**src/rtl/pipeline_hazard_controller.sv**
```systemverilog
// pipeline_hazard_controller
//
// Central stall/flush scheduler for a 5-stage MIPS pipeline. It watches the
// IF/ID, ID/EX and EX/MEM pipeline registers and drives their write-enables
// and flushes, plus PC write and PC source. It handles three events:
//   - load-use hazards
//   - taken branches resolved in MEM
//   - multi-cycle mul/div operations held in EX
// Every control output is combinational from the current state and inputs,
// so it gates the pipeline registers at the next posedge Clk.
//
// Parameters
//   MULDIV_TIMEOUT  maximum BUSY cycles before the mul/div is aborted
//   CNT_W           width of the saturating statistics counters
//
// Ports
//   Clk, Reset                        clock, synchronous active-high reset
//   IFID_RegisterRs/Rt, IFID_UsesRt   source operands of the ID instruction
//   IDEX_MemRead, IDEX_RegisterRt     load in EX and its destination
//   IDEX_MulDiv, MulDiv_Done          mul/div in EX, and result valid
//   EXMEM_Branch, EXMEM_ALUZero       branch in MEM; taken when both are high
//   PCWrite, IFIDWrite, IDEXWrite     register write-enables (hold when low)
//   IFIDFlush, IDEXFlush, EXMEMFlush  load a bubble into the register
//   PCSrc                             select the branch target
//   MulDivStart, MulDivAbort          single-cycle pulses to the mul/div unit
//   Error                             sticky, set on mul/div timeout
//   StallCount, FlushCount            saturating event counters
//
// State table
//   state | meaning
//   RUN   | normal issue; load-use, branch and mul/div start are detected
//   BUSY  | mul/div in EX; front of the pipe held until Done or timeout

module pipeline_hazard_controller #(
    parameter int MULDIV_TIMEOUT = 64,
    parameter int CNT_W          = 16
) (
    input  logic             Clk,
    input  logic             Reset,
    input  logic [4:0]       IFID_RegisterRs,
    input  logic [4:0]       IFID_RegisterRt,
    input  logic             IFID_UsesRt,
    input  logic             IDEX_MemRead,
    input  logic [4:0]       IDEX_RegisterRt,
    input  logic             IDEX_MulDiv,
    input  logic             MulDiv_Done,
    input  logic             EXMEM_Branch,
    input  logic             EXMEM_ALUZero,
    output logic             PCWrite,
    output logic             IFIDWrite,
    output logic             IDEXWrite,
    output logic             IFIDFlush,
    output logic             IDEXFlush,
    output logic             EXMEMFlush,
    output logic             PCSrc,
    output logic             MulDivStart,
    output logic             MulDivAbort,
    output logic             Error,
    output logic [CNT_W-1:0] StallCount,
    output logic [CNT_W-1:0] FlushCount
);

    localparam int WAIT_W = (MULDIV_TIMEOUT > 1) ? $clog2(MULDIV_TIMEOUT) : 1;
    localparam logic [WAIT_W-1:0] WAIT_LAST = WAIT_W'(MULDIV_TIMEOUT - 1);

    typedef enum logic {
        RUN  = 1'b0,
        BUSY = 1'b1
    } state_t;

    state_t            state;
    state_t            state_next;
    logic [WAIT_W-1:0] wait_cnt;
    logic [WAIT_W-1:0] wait_next;
    logic              error_set;
    logic              branch_taken;
    logic              load_use;
    logic              timeout;

    assign branch_taken = EXMEM_Branch & EXMEM_ALUZero;
    assign timeout      = (wait_cnt == WAIT_LAST);

    // Rt = 0 is never a real load destination, so it cannot create a hazard.
    assign load_use = IDEX_MemRead && (IDEX_RegisterRt != 5'd0) &&
                      ((IDEX_RegisterRt == IFID_RegisterRs) ||
                       (IFID_UsesRt && (IDEX_RegisterRt == IFID_RegisterRt)));

    // State register, wait counter, sticky error and statistics.
    always_ff @(posedge Clk) begin
        if (Reset) begin
            state      <= RUN;
            wait_cnt   <= '0;
            Error      <= 1'b0;
            StallCount <= '0;
            FlushCount <= '0;
        end else begin
            state    <= state_next;
            wait_cnt <= wait_next;
            if (error_set) begin
                Error <= 1'b1;
            end
            if (!PCWrite && (StallCount != '1)) begin
                StallCount <= StallCount + 1'b1;
            end
            if (branch_taken && (FlushCount != '1)) begin
                FlushCount <= FlushCount + 1'b1;
            end
        end
    end

    // Next-state logic.
    always_comb begin
        state_next = state;
        wait_next  = wait_cnt;
        error_set  = 1'b0;
        unique case (state)
            RUN: begin
                if (!branch_taken && IDEX_MulDiv) begin
                    state_next = BUSY;
                    wait_next  = '0;
                end
            end
            BUSY: begin
                // Done is tested before timeout so a late result is never lost.
                if (branch_taken || MulDiv_Done) begin
                    state_next = RUN;
                end else if (timeout) begin
                    state_next = RUN;
                    error_set  = 1'b1;
                end else begin
                    wait_next = wait_cnt + 1'b1;
                end
            end
            default: state_next = RUN;
        endcase
    end

    // Output logic. During Reset everything stays at the default values.
    always_comb begin
        PCWrite     = 1'b1;
        IFIDWrite   = 1'b1;
        IDEXWrite   = 1'b1;
        IFIDFlush   = 1'b0;
        IDEXFlush   = 1'b0;
        EXMEMFlush  = 1'b0;
        PCSrc       = 1'b0;
        MulDivStart = 1'b0;
        MulDivAbort = 1'b0;
        if (!Reset) begin
            if (branch_taken) begin
                PCSrc      = 1'b1;
                IFIDFlush  = 1'b1;
                IDEXFlush  = 1'b1;
                EXMEMFlush = 1'b1;
                // A mul/div behind a taken branch is on the wrong path.
                if ((state == BUSY) || IDEX_MulDiv) begin
                    MulDivAbort = 1'b1;
                end
            end else if (state == RUN) begin
                if (IDEX_MulDiv) begin
                    MulDivStart = 1'b1;
                    PCWrite     = 1'b0;
                    IFIDWrite   = 1'b0;
                    IDEXWrite   = 1'b0;
                    EXMEMFlush  = 1'b1;
                end else if (load_use) begin
                    PCWrite   = 1'b0;
                    IFIDWrite = 1'b0;
                    IDEXFlush = 1'b1;
                end
            end else if (!MulDiv_Done) begin
                // Bubbles go into EX/MEM while the op is still running; on
                // timeout the stage is released but the op is still dropped.
                EXMEMFlush = 1'b1;
                if (timeout) begin
                    MulDivAbort = 1'b1;
                end else begin
                    PCWrite   = 1'b0;
                    IFIDWrite = 1'b0;
                    IDEXWrite = 1'b0;
                end
            end
        end
    end

endmodule

```
**config.mk**
```make
export PLATFORM = sky130hd
export DESIGN_NAME = pipeline_hazard_controller
export DESIGN_NICKNAME = d
export VERILOG_FILES = /design/src/rtl/pipeline_hazard_controller.sv
export SDC_FILE = /design/constraint.sdc
export NUM_CORES = 1
export LEC_CHECK = 0
export BUFFER_PORTS_ARGS = -buffer_cell sky130_fd_sc_hd__buf_4
export CAP_MARGIN = 0
export CORE_MARGIN = 5
export CORE_UTILIZATION = 45
export CTS_BUF_LIST = sky130_fd_sc_hd__clkbuf_4 sky130_fd_sc_hd__clkbuf_8
export CTS_CLUSTER_SIZE = 8
export DETAILED_ROUTE_END_ITERATION = 12
export HOLD_SLACK_MARGIN = 0.06
export PLACE_DENSITY = 0.82
export SYNTH_ARGS = -nofsm -noshare
export SYNTH_HDL_FRONTEND = slang
export SYNTH_SLANG_ARGS = --single-unit
export TNS_END_PERCENT = 5
```
**constraint.sdc**
```tcl
create_clock -name Clk -period 3.8 [get_ports Clk]
set_input_delay 0.19 -clock Clk [delete_from_list [all_inputs] [get_ports Clk]]
set_output_delay 0.19 -clock Clk [all_outputs]
set_load 0.05 [all_outputs]
```
* Word-level counts from Yosys, hierarchy flattened
Cells that the tools add are included.
** Cells by class
- Add/subtract/negate cells :: 3
- Equal/unequal tests :: 8
- Multiplexer cells :: 41
- Bitwise logic cells :: 2
- Reduce and logical (&&, ||, !) cells :: 13
** Operators by type and width (number)
- 1-bit 2-to-1 mux :: 36
- 16-bit by 1-bit adder with 16-bit output (second input constant) :: 2
- 16-bit inequality test (second input constant) :: 2
- 6-bit 2-to-1 mux :: 3
- 6-bit one-hot mux with 2 select lines :: 1
- 5-bit equality test :: 2
- 6-bit by 1-bit adder with 6-bit output (second input constant) :: 1
- 6-bit equality test (second input constant) :: 1
- 1-bit logical AND :: 6
- 2-bit inequality test (second input constant) :: 3
- 5-bit nonzero test :: 1
- 1-bit logical OR :: 3
- 3-bit AND reduction :: 1
- 1-bit zero test :: 2
- 1-bit one-hot mux with 2 select lines :: 1
- 1-bit AND :: 1
- 1-bit inverter :: 1
** Word-level totals
- Register bits :: 40
- Input bits :: 23
- Output and inout bits :: 42

* Depth between registers and ports, before layout
- Word-level depth :: 11
- Gate-level depth with buffers :: 9

* Worst setup path before layout
OpenSTA, ideal clock, no wires.
- Path kind :: register -> output
- Start point :: register wait_cnt[0]
- End point :: output port PCWrite
- Data arrival time :: 2.208 ns
- Setup slack :: 1.402 ns
- Cell stages (with the launch flop) :: 8
- Buffers on the path :: 1
- Cells stage by stage :: dfxtp_1 ha_1 nand4_1 o211ai_1 nor2_1 inv_1 o31a_1 buf_4
** On the way
- Word-level cells in the longest chain between the ends :: 6
** Ends and longest elaborated chain
- start: declaration :: RTL line 73 : logic [WAIT_W-1:0] wait_cnt;
- start signal: assignment :: RTL line 98 : wait_cnt <= wait_next;
- 6-bit equality test :: RTL line 81 : assign timeout = (wait_cnt == WAIT_LAST);
- 1-bit 2-to-1 mux (5 in series)
- end: declaration :: RTL line 49 : output logic PCWrite,
Every way passes these cells.

* Worst setup path after layout
- Start point :: register StallCount[0]
- End point :: register StallCount[5]
** On the way
- Word-level cells in the longest chain between the ends :: 2
** Ends and longest elaborated chain
- start: declaration :: RTL line 59 : output logic [CNT_W-1:0] StallCount,
- start signal: assignment :: RTL line 103 : StallCount <= StallCount + 1'b1;
- branches (longest 2 deep; another with 16-bit by 1-bit adder with 16-bit output)
Parallel ways; which one is timed is not known.
A chain may end at the register's enable or synchronous reset.

==> impl_metrics.csv <==
group,metric,value,unit
global_routing,grt_antenna_before_repair,0,
run,cap_violations,0,
hold_path,hold_class,"in2reg",
worst_setup_path,path_max_fanout,30,
clock_network,numClockSinks,40,
global_routing,grt_pass1_wl,8630,um
detailed_routing,firstDrtPassIters,4,
synthesis,ys_seq_elements,40,
worst_setup_path,worst_ep_required_time,3980,ps
worst_setup_path,critPathArrivalTime,2590,ps
finish,final_cell_area,2630,um2
synthesis,ys_types,38,
floorplanning,core_area,4380,um2
finish,syn2layout_area_growth,28.3,%
worst_setup_path,path_cells,"ha_1 -> nand2_1 -> nor3_1 -> a211o_1 -> o21a_1 -> o311ai_0 -> o41ai_1",
sta,skew,4.08,ps
sta,relSlewSlack,0.347,
clock_network,hold_buffers,0,
detailed_routing,post-route-drc-count,0,
clock_network,path_clk_slew,70,ps
placed_design,gp_congestion,0.833,
floorplanning,io_pins,65,
worst_setup_path,critical-path-slowest-cell,"o21a_1",
clock_network,clk_latency,290,ps
detailed_routing,wire_per_inst,14.2,um
global_routing,grt_usage,0.169,
clock_network,cts_setup_buffers,0,
detailed_routing,viasPerCell,5.58,
synthesis,syn_nets,267,
synthesis,syn_area,2050,um2
detailed_routing,ant_nets,0,
global_routing,grt_overflow_total,0,
worst_setup_path,cp_slowest_stage_delay,660,ps
floorplanning,rows,24,
synthesis,synth_top_area_cell,"dfxtp_1",
synthesis,ys.warnings.count,0,
pwr,ir_drop,201,uV
detailed_routing,dr.first_iter.drc_count,152,
floorplanning,dieHeight,77.4,um
sta,period_needed,2410,ps
synthesis,synth_top_area_frac,0.391,
clock_network,cts_tree,"built",
global_routing,grt_pass1_vias,1822,
synthesis,ys_seq_area_frac,0.391,
clock_network,root_buffer,"clkbuf_8",
clock_network,htree_levels,2,
finish,nNetsFinal,327,
finish,ff_latch_area,801,um2
finish,diodes,0,
finish,nFillCells,404,
worst_setup_path,path_class,"reg2reg",
sta,worst_pin_slew,967,ps
global_routing,grt_max_degree,38,
placed_design,dpl_cell_area,2530,um2
synthesis,synth_area_leaders,"dfxtp_1, xor2_1, nor2_1, nand4_1, a21oi_1",
finish,drive_gt1_frac,0.249,
clock_network,numCtsBuffers,5,
clock_network,cts_resized,0,
pwr,p_leak,1.04,nW
finish,multi_input_area,1160,um2
detailed_routing,wl,5000,um
synthesis,syn_inst,241,
clock_network,clk_path_buf_depth,2,
worst_setup_path,worst_setup_path_start_kind,"flop",
floorplanning,die_w,77.4,um
sta,drv_slew,0,
pwr,powerDensity,326,nW/um2
placed_design,port_buffers,64,
sta,rsz0062_at_grt,"false",
worst_setup_path,critical_path_buf_inv_count,0,
detailed_routing,vias,1970,
run_status,outcome,"finished, final reports clean",
floorplanning,start_util,0.467,
sta,setup_viol,0,
sta,final.period_utilization,0.635,
worst_setup_path,crit_path_end_kind,"flop",
sta,fmax,0.414,GHz
synthesis,syn_area_per_cell,8.49,um2
floorplanning,die-area,5990,um2
sta,hold_viol_final,0,
sta,setup-tns-final,0,ps
worst_setup_path,path_delay_family,"compound AO/OA/AOI/OAI gates",
placed_design,dp_hpwl,3680,um
-- worst min-delay path, delay by kind of cell --
family	cells	cell delay [ps]
AND/OR/NAND/NOR	1	120
buffers and inverters	1	90
AO/OA/AOI/OAI	1	70
-- logic make-up after synthesis --
| kind of cell | share of synthesized area |
|---|---|
| AO/OA/AOI/OAI | 0.135 |
| XOR/XNOR | 0.133 |
| adder cells (fa/ha/maj) | 0.0184 |
| buffers and inverters | 0.0398 |
| flip-flops | 0.391 |
| multiplexers | 0.00979 |
| AND/OR/NAND/NOR | 0.273 |
-- cells in the mapped netlist --
master	count
a211o_1	2
a21oi_1	17
a32oi_1	1
a41oi_1	1
and2_1	1
and3_1	3
and3_4	1
and4_1	3
and4_4	1
buf_1	1
buf_2	2
buf_4	3
buf_6	1
clkbuf_1	4
dfxtp_1	40
ha_1	3
inv_1	5
mux2i_1	2
nand2_1	13
nand2b_1	1
nand3_1	14
nand4_1	14
nor2_1	29
nor3_1	4
nor3b_1	3
nor4_1	1
o211ai_1	3
o21a_1	1
o21ai_0	9
o311ai_0	2
o31a_1	1
o31ai_1	5
o41ai_1	2
or2_2	2
or3_1	9
or4_1	6
xnor2_1	6
xor2_1	25
-- routing by layer --
| layer | wire (um) | up-vias | GRT usage |
|---|---|---|---|
| met2 | 2290 | 70 | 0.277 |
| met3 | 418 | 4 | 0.0590 |
| li1 | - | 996 | - |
| met5 | 0 | - | 0 |
| met4 | 36 | 0 | 0.0309 |
| met1 | 2250 | 900 | 0.218 |
-- area by class of cell --
class,count,area share
Clock buffer,7,0.0367
Timing Repair Buffer,64,0.183
Inverter,5,0.00715
Multi-Input combinational cell,185,0.443
Tap cell,52,0.0248
Sequential cell,40,0.305
-- worst paths after layout --
check / endpoint / cells past startpoint / slack, ps / from
max: StallCount[5] / 7 / 1390 / StallCount[0]
min: Error / 3 / 220 / MulDiv_Done
max reg2reg: StallCount[5] / 7 / 1390 / StallCount[0]
min reg2reg: Error / 2 / 460 / Error
-- state kept, by name, summed over array words and instances (netlist names) --
| signal | cells |
|---|---|
| FlushCount | 16 |
| StallCount | 16 |
| wait_cnt | 6 |
| Error | 1 |
| state | 1 |
-- placed cells by master (no fill, tap or decap), types with 6 or more instances in the layout --
cell type	synthesis	layout
nand4_1	14	14
clkbuf_8	0	7
nor2_1	29	29
buf_4	3	64
xor2_1	25	25
xnor2_1	6	6
dfxtp_1	40	40
o21ai_0	9	9
or4_1	6	6
nand3_1	14	14
nand2_1	13	13
a21oi_1	17	17
or3_1	9	9
-- per-stage QoR --
stage / utilization / hold WS, ps / power [mW] / std cells / setup slack, ps
2_1_floorplan: - / 397 / 0.521 / 241 / 1400
5_1_grt: 0.599 / 243 / 0.894 / 353 / 1080
6_report: 0.599 / 219 / 0.856 / 353 / 1390
3_3_place_gp: 0.577 / 440 / 0.559 / 346 / 1420
3_5_place_dp: 0.577 / 440 / 0.561 / 346 / 1340
4_1_cts: 0.599 / 217 / 0.863 / 353 / 1410
-- power breakdown --
part	total, mW	switching, mW	internal [mW]	leakage [nW]
clock	0.305	0.143	0.162	0.0503
combinational	0.121	0.0766	0.0442	0.671
sequential	0.431	0.00661	0.424	0.323
No activity file was read; power rests on OpenSTA's default activity.
